==> src/rtl/mips_muldiv_pkg.sv <==
// Shared types and constants for the MIPS multiply/divide unit.
package mips_muldiv_pkg;

    // Operation codes presented on op when start is high.
    typedef enum logic [2:0] {
        OP_MULT  = 3'd0,
        OP_MULTU = 3'd1,
        OP_DIV   = 3'd2,
        OP_DIVU  = 3'd3,
        OP_MTHI  = 3'd4,
        OP_MTLO  = 3'd5
    } muldiv_op_t;

    // Control states of the iterative engine.
    typedef enum logic [1:0] {
        ST_IDLE  = 2'd0,
        ST_MUL   = 2'd1,
        ST_DIV   = 2'd2,
        ST_FIXUP = 2'd3
    } muldiv_state_t;

    // Largest supported operand width.
    localparam int MAX_WIDTH = 64;

    // Quotient reported on divide by zero; the top slices it to WIDTH bits.
    localparam logic [MAX_WIDTH-1:0] DIV0_QUOTIENT = '1;

endpackage

==> src/rtl/mips_muldiv_step.sv <==
// One iteration of the shared multiply/divide datapath.
// Accumulator layout (2*WIDTH+1 bits): upper WIDTH+1 bits are the partial
// product / partial remainder, lower WIDTH bits the multiplier / dividend
// that is consumed one bit per iteration.
module mips_muldiv_step
    import mips_muldiv_pkg::*;
#(
    parameter int WIDTH = 32
) (
    input  logic [2*WIDTH:0]  acc_i,
    input  logic [WIDTH-1:0]  operand_i,
    input  logic              div_mode_i,
    output logic [2*WIDTH:0]  acc_o,
    output logic              q_bit_o
);

    logic [WIDTH:0]   mul_sum;
    logic [WIDTH:0]   rem_shift;
    logic [WIDTH+1:0] div_diff;

    // Shift-add multiply step or restoring divide step, chosen by mode.
    always_comb begin
        // NOTE: every combinational output gets a value before any branch, so no latch is inferred.
        acc_o   = '0;
        q_bit_o = 1'b0;

        // Multiply: add the multiplicand when the current multiplier bit is set,
        // then shift the whole accumulator right by one.
        mul_sum = acc_i[2*WIDTH:WIDTH] + (acc_i[0] ? {1'b0, operand_i} : '0);

        // Divide: shift the remainder left, pulling in the next dividend bit,
        // and trial-subtract the divisor; a borrow means restore.
        rem_shift = acc_i[2*WIDTH-1:WIDTH-1];
        div_diff  = {1'b0, rem_shift} - {2'b0, operand_i};

        if (div_mode_i) begin
            q_bit_o = ~div_diff[WIDTH+1];
            // Bit 0 is left clear; the caller inserts the quotient bit there.
            acc_o = {(q_bit_o ? div_diff[WIDTH:0] : rem_shift), acc_i[WIDTH-2:0], 1'b0};
        end else begin
            acc_o = {1'b0, mul_sum, acc_i[WIDTH-1:1]};
        end
    end

endmodule

==> src/rtl/mips_muldiv_unit.sv <==
// Multi-cycle multiply/divide unit owning the HI/LO register pair.
// Signed operations run on magnitudes and are corrected in a FIXUP cycle.
module mips_muldiv_unit
    import mips_muldiv_pkg::*;
#(
    parameter int WIDTH    = 32,
    parameter int FAST_MUL = 0
) (
    input  logic              clk,
    input  logic              reset,
    input  logic              clk_enable,
    input  logic              start,
    input  muldiv_op_t        op,
    input  logic [WIDTH-1:0]  a,
    input  logic [WIDTH-1:0]  b,
    output logic              busy,
    output logic              done,
    output logic              div_by_zero,
    output logic [WIDTH-1:0]  hi,
    output logic [WIDTH-1:0]  lo
);

    localparam int CW = $clog2(WIDTH + 1);

    muldiv_state_t       state_q, state_d;
    logic [CW-1:0]       cnt_q, cnt_d;
    logic [2*WIDTH:0]    acc_q, acc_d;
    logic [WIDTH-1:0]    opnd_q, opnd_d;
    logic                signed_q, signed_d;
    logic                is_div_q, is_div_d;
    logic                neg_lo_q, neg_lo_d;   // negate product / quotient
    logic                neg_hi_q, neg_hi_d;   // negate remainder
    logic [WIDTH-1:0]    hi_q, hi_d;
    logic [WIDTH-1:0]    lo_q, lo_d;
    logic                done_q, done_d;
    logic                dbz_q, dbz_d;

    logic                is_signed_op;
    logic                a_neg, b_neg;
    logic [WIDTH-1:0]    mag_a, mag_b;
    logic [2*WIDTH-1:0]  ext_a, ext_b, fast_prod;
    logic [2*WIDTH:0]    step_acc;
    logic                step_q;

    mips_muldiv_step #(.WIDTH(WIDTH)) u_step (
        .acc_i      (acc_q),
        .operand_i  (opnd_q),
        .div_mode_i (state_q == ST_DIV),
        .acc_o      (step_acc),
        .q_bit_o    (step_q)
    );

    // Operand conditioning at accept: magnitudes and the sign-extended fast product.
    always_comb begin
        is_signed_op = (op == OP_MULT) || (op == OP_DIV);
        a_neg        = is_signed_op & a[WIDTH-1];
        b_neg        = is_signed_op & b[WIDTH-1];
        mag_a        = a_neg ? -a : a;
        mag_b        = b_neg ? -b : b;
        ext_a        = is_signed_op ? {{WIDTH{a[WIDTH-1]}}, a} : {{WIDTH{1'b0}}, a};
        ext_b        = is_signed_op ? {{WIDTH{b[WIDTH-1]}}, b} : {{WIDTH{1'b0}}, b};
        fast_prod    = ext_a * ext_b;
    end

    // Next-state logic: accept, iterate, sign fixup, HI/LO writes and handshake pulses.
    always_comb begin
        state_d  = state_q;
        cnt_d    = cnt_q;
        acc_d    = acc_q;
        opnd_d   = opnd_q;
        signed_d = signed_q;
        is_div_d = is_div_q;
        neg_lo_d = neg_lo_q;
        neg_hi_d = neg_hi_q;
        hi_d     = hi_q;
        lo_d     = lo_q;
        done_d   = 1'b0;
        dbz_d    = 1'b0;

        case (state_q)
            ST_IDLE: begin
                if (start) begin
                    case (op)
                        OP_MTHI: hi_d = a;
                        OP_MTLO: lo_d = a;
                        OP_MULT, OP_MULTU: begin
                            if (FAST_MUL != 0) begin
                                {hi_d, lo_d} = fast_prod;
                                done_d       = 1'b1;
                            end else begin
                                state_d  = ST_MUL;
                                cnt_d    = CW'(WIDTH);
                                acc_d    = {{(WIDTH+1){1'b0}}, mag_b};
                                opnd_d   = mag_a;
                                signed_d = is_signed_op;
                                is_div_d = 1'b0;
                                neg_lo_d = a_neg ^ b_neg;
                                neg_hi_d = 1'b0;
                            end
                        end
                        OP_DIV, OP_DIVU: begin
                            if (b == '0) begin
                                hi_d   = a;
                                lo_d   = DIV0_QUOTIENT[WIDTH-1:0];
                                done_d = 1'b1;
                                dbz_d  = 1'b1;
                            end else begin
                                state_d  = ST_DIV;
                                cnt_d    = CW'(WIDTH);
                                acc_d    = {{(WIDTH+1){1'b0}}, mag_a};
                                opnd_d   = mag_b;
                                signed_d = is_signed_op;
                                is_div_d = 1'b1;
                                neg_lo_d = a_neg ^ b_neg;
                                neg_hi_d = a_neg;
                            end
                        end
                        default: ;
                    endcase
                end
            end

            ST_MUL, ST_DIV: begin
                acc_d = (state_q == ST_DIV) ? {step_acc[2*WIDTH:1], step_q} : step_acc;
                cnt_d = cnt_q - CW'(1);
                if (cnt_q == CW'(1)) begin
                    if (signed_q) begin
                        state_d = ST_FIXUP;
                    end else begin
                        state_d      = ST_IDLE;
                        {hi_d, lo_d} = acc_d[2*WIDTH-1:0];
                        done_d       = 1'b1;
                    end
                end
            end

            ST_FIXUP: begin
                if (is_div_q) begin
                    hi_d = neg_hi_q ? -acc_q[2*WIDTH-1:WIDTH] : acc_q[2*WIDTH-1:WIDTH];
                    lo_d = neg_lo_q ? -acc_q[WIDTH-1:0] : acc_q[WIDTH-1:0];
                end else begin
                    {hi_d, lo_d} = neg_lo_q ? -acc_q[2*WIDTH-1:0] : acc_q[2*WIDTH-1:0];
                end
                state_d = ST_IDLE;
                done_d  = 1'b1;
            end

            default: state_d = ST_IDLE;
        endcase
    end

    // State and datapath registers: synchronous reset wins over clk_enable.
    always_ff @(posedge clk) begin
        // NOTE: sequential state uses non-blocking assignments so every register samples pre-edge values.
        if (!reset) begin
            state_q  <= ST_IDLE;
            cnt_q    <= '0;
            acc_q    <= '0;
            opnd_q   <= '0;
            signed_q <= 1'b0;
            is_div_q <= 1'b0;
            neg_lo_q <= 1'b0;
            neg_hi_q <= 1'b0;
            hi_q     <= '0;
            lo_q     <= '0;
            done_q   <= 1'b0;
            dbz_q    <= 1'b0;
        end else if (clk_enable) begin
            state_q  <= state_d;
            cnt_q    <= cnt_d;
            acc_q    <= acc_d;
            opnd_q   <= opnd_d;
            signed_q <= signed_d;
            is_div_q <= is_div_d;
            neg_lo_q <= neg_lo_d;
            neg_hi_q <= neg_hi_d;
            hi_q     <= hi_d;
            lo_q     <= lo_d;
            done_q   <= done_d;
            dbz_q    <= dbz_d;
        end
    end

    assign busy        = (state_q != ST_IDLE);
    assign done        = done_q;
    assign div_by_zero = dbz_q;
    assign hi          = hi_q;
    assign lo          = lo_q;

endmodule

==> config.mk <==
export PLATFORM = sky130hd
export DESIGN_NAME = mips_muldiv_unit
export DESIGN_NICKNAME = d
export VERILOG_FILES = /design/src/rtl/mips_muldiv_pkg.sv /design/src/rtl/mips_muldiv_step.sv /design/src/rtl/mips_muldiv_unit.sv
export SDC_FILE = /design/constraint.sdc
export NUM_CORES = 1
export LEC_CHECK = 0
export CAP_MARGIN = 20
export CORE_ASPECT_RATIO = 1.2
export CORE_UTILIZATION = 50
export DETAILED_ROUTE_END_ITERATION = 6
export GPL_TIMING_DRIVEN = 0
export PLACE_DENSITY = 0.76
export SYNTH_ARGS = -nofsm -noshare
export SYNTH_HDL_FRONTEND = slang
export SYNTH_SLANG_ARGS = --single-unit
==> constraint.sdc <==
create_clock -name clk -period 3.6 [get_ports clk]
set_input_delay 0.36 -clock clk [delete_from_list [all_inputs] [get_ports clk]]
set_output_delay 0.36 -clock clk [all_outputs]
set_load 0.01 [all_outputs]
### Word level (Yosys, flattened, before mapping)

Index checks and enable logic that the tools add are counted.

* $add $sub $neg: 8
* equal/unequal tests: 18
* muxes and demuxes: 54
* bitwise gates (word level): 4
* reduce and logical (&&, ||, !) cells: 15

Operator list (count)
* 32-bit 2-to-1 mux: 16
* 65-bit case mux with 2 select lines: 2
* 65-bit 2-to-1 mux: 3
* 32-bit case mux with 2 select lines: 3
* 32-bit case mux with 3 select lines: 2
* 32-bit negation: 4
* 64-bit 2-to-1 mux: 1
* 64-bit negation: 1
* 33-bit by 32-bit subtractor with 34-bit output: 1
* 33-bit adder: 1
* 33-bit 2-to-1 mux: 1
* 32-bit logical NOT: 1
* 6-bit case mux with 2 select lines: 2
* 5-bit AND reduction: 3
* 6-bit 2-to-1 mux: 2
* 6-bit AND reduction: 2
* 1-bit 2-to-1 mux: 11
* 3-bit by 1-bit inequality test with 1-bit output, second input constant: 3
* 2-bit 2-to-1 mux: 4
* 2-bit inequality test, second input constant: 4
* 1-bit case mux with 2 select lines: 4
* 3-bit by 2-bit == test with 1-bit output, second input constant: 2
* 3-bit == test, second input constant: 2
* 6-bit by 1-bit == test with 1-bit output, second input constant: 1
* other kinds (16): 23

* flip-flop bits (word level): 175
* input port bits: 71
* output and inout bits: 67
* logic and storage cells: 111

### Depth between registers and ports, before layout

Gate-level depths: netlist (run 1).

* depth after elaboration: 8
* mapped depth: 16
* mapped depth without buffers: 14

### Cells and area by module

A second synthesis (run 1) with hierarchy kept.

* cells, all modules: 2266
* area total of the unflattened synthesis: 16361.9 µm²

Modules (own cells, without submodules)
* mips_muldiv_unit: times used 1, cells an instance 1565, area each 11602.4 µm², sequential area each 3503.4 µm²
* mips_muldiv_step: times used 1, cells an instance 701, area each 4759.6 µm², sequential area each 0.0 µm²

### Worst setup path before layout (run 1)

Ideal clock, no wire load.

* kind: reg-to-reg
* from: reg acc_q[0]
* to: reg hi_q[31] (netlist: hi[31])
* setup time: 74 ps
* arrival: 3266 ps
* required time: 3526 ps
* slack: 260 ps
* cell stages (with the launch flop): 15
* path buffers: 1
* period minus slack after synthesis: 3340 ps
* cell sequence: dfxtp_1 > inv_1 > clkbuf_1 > nor2_1 > ha_1 > nor2b_1 > o31ai_1 > a31o_2 > o21ai_0 > a41oi_1 > o21ai_0 > and3_1 > o31ai_1 > mux2_2 > o21ai_0

* cells in the longest elaborated chain, start to end: 6
* elaborated cells on any way between the ends: 9
* classes of those cells: 2 x add/sub; 7 x mux

Ends and longest elaborated chain
* from (decl): RTL line mips_muldiv_unit.sv:27 `logic [2*WIDTH:0] acc_q, acc_d;`
* from (signal assigned): RTL line mips_muldiv_unit.sv:158 `acc_q <= '0;`
* from (signal assigned): RTL line mips_muldiv_unit.sv:171 `acc_q <= acc_d;`
* 32-bit 2-to-1 mux: RTL line mips_muldiv_step.sv:29 `mul_sum = acc_i[2*WIDTH:WIDTH] + (acc_i[0] ? {1'b0, operand_i} : '0);`
* 33-bit adder: RTL line mips_muldiv_step.sv:29
* 65-bit 2-to-1 mux: RTL line mips_muldiv_step.sv:36 `if (div_mode_i) begin`
* 32-bit 2-to-1 mux: RTL line mips_muldiv_unit.sv:127 `if (signed_q) begin`
* 32-bit 2-to-1 mux: RTL line mips_muldiv_unit.sv:126 `if (cnt_q == CW'(1)) begin`
* 32-bit case mux with 3 select lines *: RTL line mips_muldiv_unit.sv:80 `case (state_q)`
* to (signal assigned): RTL line mips_muldiv_unit.sv:177 `hi_q <= hi_d;`
* to (decl): RTL line mips_muldiv_unit.sv:33 `logic [WIDTH-1:0] hi_q, hi_d;`

Mark *: on every way between the ends. The rest lies on a longest branch, timed or not. The select of a mux whose other input is x is not followed.
A chain may end at the register's enable or synchronous reset.

### Worst setup path after layout (run 1)

* from: reg state_q[0]
* to: reg acc_q[53]

* cells in the longest elaborated chain, start to end: 4
* elaborated cells on any way between the ends: 11
* classes of those cells: 5 x eq/ne; 2 x mux; 4 x reduce/logical

Ends and longest elaborated chain
* from (decl): RTL line mips_muldiv_unit.sv:25 `muldiv_state_t state_q, state_d;`
* from (signal assigned): RTL line mips_muldiv_unit.sv:169 `state_q <= state_d;`
* 2-bit by 1-bit == test with 1-bit output / 2-bit == test (equally long branches): RTL line mips_muldiv_unit.sv:80, mips_muldiv_unit.sv:48
* 2-bit OR reduction: RTL line mips_muldiv_unit.sv:80
* 2-bit nonzero test (no line)
* 5-bit AND reduction (no line)

Parallel ways exist; a longest one is shown, timed or not.

==> qor.yml, run 1 <==
fin_ws_ps: -133
antenna_left: 0
clockRootBuffer: "clkbuf_16"
p_per_area_mw_per_mm2: 475
num_vias: 19618
die_x_um: 166
clock_sinks: 175
crit_type: "register to register"
fin_crit_ps: 3730
crit_arrival_ps: 4110
fin_setup_tns_ps: -633
cts_tree: "built"
fin_util_pct: 60.9
synth_edf_count: 0
grt_pass1_vias: 18813
slew-limit-headroom_pct: 16.3
gr-total-overflow: 0
netlist_instances: 2247
crit_path_frequent_cell: "clkdlybuf4s15_1"
status: "finished, violations left"
ff2ff_setup_slack_ps: -130
synth.top_cell.area_share_pct: 21.8
synth_common_cells: "a21oi_1 (264), nor2_1 (245), nand2_1 (203)"
grt_first_pass_wirelength_mm: 118
fillers: 2966
hold_buffers: 0
cp_max_fo: 10
critPathTopFamily: "buffers and inverters"
worst_slew_pin_slew_ps: 1260
critPathLaunchType: "register"
worstHoldStart: "reset"
finalWeightedCongestion: 1.10
clkLatencyLatePin_ps: 470
ys_types: 96
clkSlewWorstSetupHoldPaths_ps: 70
synth.largest_area_cell: "dfxtp_1"
slowest_stage: "clkdlybuf4s15_1"
antenna_found_initial: 2
wirelength_mm: 82.3
route.detailed.drc: 9
peakVddDrop_v: 0.000379
synth_most_common_cell: "a21oi_1"
timing.critical_path.cells: "inv_1 > ha_1 > clkdlybuf4s15_1 > clkbuf_2 > clkdlybuf4s15_1 > nand3_1 > o21ai_0"
die_h_um: 198
hold_end: "hi[29]$_SDFFE_PN0P_"
final-max-slew-violation-count: 0
h-tree-depth: 4
hold_depth: 3
ys_ff_latch: 175
max_stage_delay_ps: 800
violations: "design-rule violations, negative setup slack"
ys_top_cells_by_area: "dfxtp_1 (22%), a21oi_1 (8.2%), nor2_1 (5.7%)"
min_path_type: "input pin to register"
final_cell_count_no_fill: 2827
grt_usage_pct: 49.7
diodes: 0
timing.rr.end: "acc_q[53]$_SDFFE_PN0P_"
path_buf_inv: 4
fin_total_pwr_mw: 9.09
r2r_cells: 7
drt_iter0_markers: 2750
viasPerCell: 6.94
dieArea_mm2: 0.0328
grt_max_degree: 17
drt-pass1-iter-count: 7
cts_buffers: 17
hold_viol_final: 0
row_count: 71
cts_buffer_depth: 2
max_freq_mhz: 268
critPathCaptureType: "register"
syn2layout_area_growth_pct: 19.3
post-place-ws_ps: -1280
wl_per_cell_um: 29.1
coreArea_mm2: 0.0314
maxCapViolCount: 0
synth_area_mm2: 0.0161
clock_skew_ps: 18.1
timing.final.crit_share_pct: 104
syn_avg_cell_area_um2: 7.15
timing.rr.start: "state_q[0]$_SDFFE_PN0P_"
syn_nets: 2393
initial_core_util_pct: 51.1
leakage_nw: 7.25
ys.flop_type: "dfxtp_1"
synth-seq-area-share_pct: 21.8
crit_required_ps: 3980
async_reset_ff_share_pct: 0
drive_above_1_share_pct: 9.98
yosysWarnings: 0
placedCellCount: 2781
place_hpwl_mm: 63.2
io_pins: 138
rsz0062_at_grt: "yes"
nets: 2559
numPortBuffers: 133
setup_viol: 12
cell usage in the layout (no fill, tap or decap), types with 19 or more instances in the layout:
cell,n
a21oi_1,259
nor2_1,241
nand2_1,202
dfxtp_1,164
o21ai_0,157
clkdlybuf4s50_1,133
xnor2_1,100
clkbuf_1,99
inv_1,76
nor3_1,66
ha_1,66
xor2_1,65
nand3_1,53
a211oi_1,53
o211ai_1,41
a21o_1,29
a221oi_1,28
mux2_2,28
buf_4,23
buf_2,22
a31oi_1,22
o31ai_1,20
nand3b_1,19
layer usage:
metal / routed length (um) / track usage (%) / up-vias
met5: 10 / 0 / -
met4: 8130 / 42.8 / 2
met3: 9330 / 13.0 / 483
met2: 36100 / 77.5 / 1529
met1: 28700 / 55.9 / 9039
li1: - / - / 8565
registers in the layout, summed over array words and instances (netlist names):
signal / flops
signed_q: 1
hi: 32
neg_hi_q: 1
done: 1
neg_lo_q: 1
cnt_q: 6
opnd_q: 32
is_div_q: 1
div_by_zero: 1
lo: 32
acc_q: 65
state_q: 2
worst register-to-register path, delay by kind of cell, from the launching register on:
family | cells | cell delay, ps
buffers and inverters | 4 | 2170
AO/OA/AOI/OAI | 1 | 270
AND/OR/NAND/NOR | 1 | 480
adder cells (fa/ha/maj) | 1 | 380
flip-flops | 1 | 350
metrics by stage:
step                      area [um2]  hold WS (ps)
after CTS                      18800           375
after global routing           19200           394
final                          19200           372
after global placement         17900           441
after floorplan                16100           432
after detailed placement       17900           448
layout make-up:
| cell class | instances | area [um2] | area share, % |
|---|---|---|---|
| inverter | 81 | 308 | 1.61 |
| sequential | 175 | 3520 | 18.4 |
| clock inverter | 14 | 226 | 1.18 |
| tap | 401 | 502 | 2.62 |
| multi-input combinational | 1836 | 12000 | 62.7 |
| clock buffer | 18 | 429 | 2.24 |
| timing repair buffer | 154 | 1500 | 7.81 |
| buffer | 148 | 668 | 3.49 |
worst max path at each step:
stage | from | to | slack [ps] | cells after the start
after CTS | opnd_q[0]$_SDFFE_PN0P_ | hi[21]$_SDFFE_PN0P_ | 1 | 15
final | state_q[0]$_SDFFE_PN0P_ | acc_q[53]$_SDFFE_PN0P_ | -130 | 7
after floorplan | acc_q[0]$_SDFFE_PN0P_ | hi[31]$_SDFFE_PN0P_ | 260 | 14
after global placement | acc_q[0]$_SDFFE_PN0P_ | hi[31]$_SDFFE_PN0P_ | -1200 | 14
after detailed placement | acc_q[0]$_SDFFE_PN0P_ | hi[31]$_SDFFE_PN0P_ | -1280 | 14
after global routing | acc_q[42]$_SDFFE_PN0P_ | acc_q[64]$_SDFFE_PN0P_ | -130 | 11
power breakdown:
group	leakage, nW	switching, mW	internal [mW]
Combinational	5.51	3.05	1.51
Clock	0.318	0.949	1.25
Sequential	1.43	0.213	2.12
Total	7.25	4.21	4.88
kinds of logic (layout without fill, tap and decap cells):
group | count (synthesis) | in the layout | share of synthesized area (%)
compound gates | 794 | 794 | 31.3
xor+xnor | 165 | 165 | 9.00
fa+ha+maj | 75 | 75 | 5.94
buf+inv | 236 | 415 | 5.92
flops | 175 | 175 | 21.8
mux | 42 | 42 | 2.84
simple gates | 760 | 760 | 23.1
what timing repair did:
| action | in CTS | in global routing |
|---|---|---|
| pin swaps | 12 | 17 |
| setup buffers | 12 | 7 |
| gates resized for setup | 61 | 79 |
| endpoints found under the hold margin | 0 | 0 |
| setup endpoints to repair | 91 | 104 |
Power figures use the tool's default switching activity.
==> inputs of run 2 (changes only) <==
Settings changed: MAX_ROUTING_LAYER from default to met4, SKIP_LAST_GASP from default to 1.
==> run 2 against run 1 <==
Net effect:
- the run still ends with design-rule violations, negative setup slack left
- sequential cell count unchanged
- routed wire length is 0.14% higher
- critical path depth up 4
- register-to-register slack gained 80 ps
- largest power group unchanged
- highest routed layer is now met4
==> qor.yml, run 2 (synthesis results as in run 1) <==
status: "finished, violations left"
violations: "design-rule violations, negative setup slack"
regMostFlops: "acc_q"
crit_arrival_ps: 3990
die_x_um: 166
slew-limit-headroom_pct: 12.2
min_path_type: "input pin to register"
critPathLaunchType: "register"
largest_reg_flops: 65
initial_core_util_pct: 51.1
fin_setup_tns_ps: -107
critPathCaptureType: "register"
antenna_found_initial: 5
h-tree-depth: 4
die_h_um: 198
clockRootBuffer: "clkbuf_16"
drt_iter0_markers: 2630
gr-total-overflow: 0
final_common_cell: "a21oi_1"
wl_per_cell_um: 29.0
num_vias: 19685
timing.rr.start: "acc_q[20]$_SDFFE_PN0P_"
p_per_area_mw_per_mm2: 472
hold_buffers: 0
max_freq_mhz: 274
ff2ff_setup_slack_ps: -50
grt_usage_pct: 51.0
hold_viol_final: 0
io_pins: 138
fin_util_pct: 61.3
timing.final.crit_share_pct: 101
nets: 2567
cts_buffer_depth: 2
place_hpwl_mm: 63.4
startpoint: "acc_q[20]$_SDFFE_PN0P_"
peakVddDrop_v: 0.000353
final-max-slew-violation-count: 0
row_count: 71
fillers: 2940
viasPerCell: 6.92
fin_total_pwr_mw: 9.10
wirelength_mm: 82.4
maxCapViolCount: 0
route.detailed.drc: 1
cp-endpoint: "hi[16]$_SDFFE_PN0P_"
antenna_left: 0
clkSlewWorstSetupHoldPaths_ps: 80
fin_crit_ps: 3650
worst_slew_pin_slew_ps: 1320
drt-pass1-iter-count: 7
crit_type: "register to register"
coreArea_mm2: 0.0314
clock_sinks: 175
hold_ws_ps: 367
clkLatencyLatePin_ps: 480
syn2layout_area_growth_pct: 20.1
rsz0062_at_grt: "yes"
leakage_nw: 7.29
dieArea_mm2: 0.0328
cts_buffers: 17
setup_viol: 3
cts_tree: "built"
hold_depth: 3
drive_above_1_share_pct: 10.5
clock_skew_ps: 10.2
final_cell_mix: "a21oi_1 (254), nor2_1 (241), nand2_1 (203)"
grt_max_degree: 18
grt_pass1_vias: 18464
numPortBuffers: 133
finalWeightedCongestion: 1.12
cp_max_fo: 8
crit_required_ps: 3940
grt_first_pass_wirelength_mm: 116
r2r_cells: 11
timing.rr.end: "hi[16]$_SDFFE_PN0P_"
fin_ws_ps: -51.2
==> run 2: cell types whose count changed in the layout (fill, tap and decap cells not counted), moves of 3 or more <==
| cell | change |
|---|---|
| o21ai_2 | +4 |
| nor4_2 | -3 |
| a21oi_2 | +3 |
| a21oi_1 | -5 |
| diode_2 | +8 |
| o21ai_1 | -3 |
| inv_8 | +3 |
| dfxtp_2 | -3 |
==> run 2: repair_timing <==
| action | CTS | global route |
|---|---|---|
| setup endpoints to repair | 71 | 131 |
| endpoints found under the hold margin | 0 | 0 |
| resized for setup | 60 | 99 |
| buffers inserted | 12 | 13 |
| pin swaps | 9 | 22 |
| gates cloned | 0 | 0 |
==> run 2: layout make-up <==
cell class              instances  area (um2)  share of cell area (%)
diodes                          8        20.0                   0.104
plain buffers                 150         684                    3.55
clock buffers                  18         439                    2.28
clock inverters                14         195                    1.01
inverters                      81         310                    1.61
multi-input cells            1836       12000                    62.5
flip-flops and latches        175        3520                    18.3
well taps                     401         502                    2.60
repair buffers                160        1570                    8.12
==> run 2: through the flow <==
stage                     worst slack (ps)  cells  cell area [um2]
final                                -51.2   2843            19300
after global routing                  -193   2840            19300
after CTS                            -52.8   2821            18800
after detailed placement             -1510   2781            17900
after global placement               -1480   2781            17900
after floorplan                        260   2247            16100
==> run 2: critical path, stage by stage, from the launching register on <==
cell      delay, ps
dfxtp_1         300
clkbuf_2        170
or4_1           600
nor3_1          350
nand3_1         220
nor4_4          370
nand3_1         320
nand2_1         390
o21ai_0         180
xor2_1          210
a221oi_2        300
nor3_1           90
==> run 2: power breakdown <==
part,switching (mW),internal (mW)
logic,3.10,1.55
registers,0.217,2.12
clock network,0.977,1.14
total,4.29,4.81
==> run 2: per-layer routing <==
layer,global-route usage (%),wire length [um],vias up
met2,77.7,36500,1556
li1,-,-,8577
met4,44.7,8280,0
met1,54.6,28500,9027
met3,12.7,9130,525
met5,-,0,-
==> run 2: worst min path at each step <==
| stage | from | endpoint |
|---|---|---|
| floorplan | opnd_q[16]$_SDFFE_PN0P_ | opnd_q[16]$_SDFFE_PN0P_ |
| global placement | opnd_q[11]$_SDFFE_PN0P_ | opnd_q[11]$_SDFFE_PN0P_ |
| detailed placement | opnd_q[10]$_SDFFE_PN0P_ | opnd_q[10]$_SDFFE_PN0P_ |
| CTS | reset | hi[29]$_SDFFE_PN0P_ |
| global route | clk_enable | div_by_zero$_SDFFE_PN0P_ |
| finish | clk_enable | div_by_zero$_SDFFE_PN0P_ |
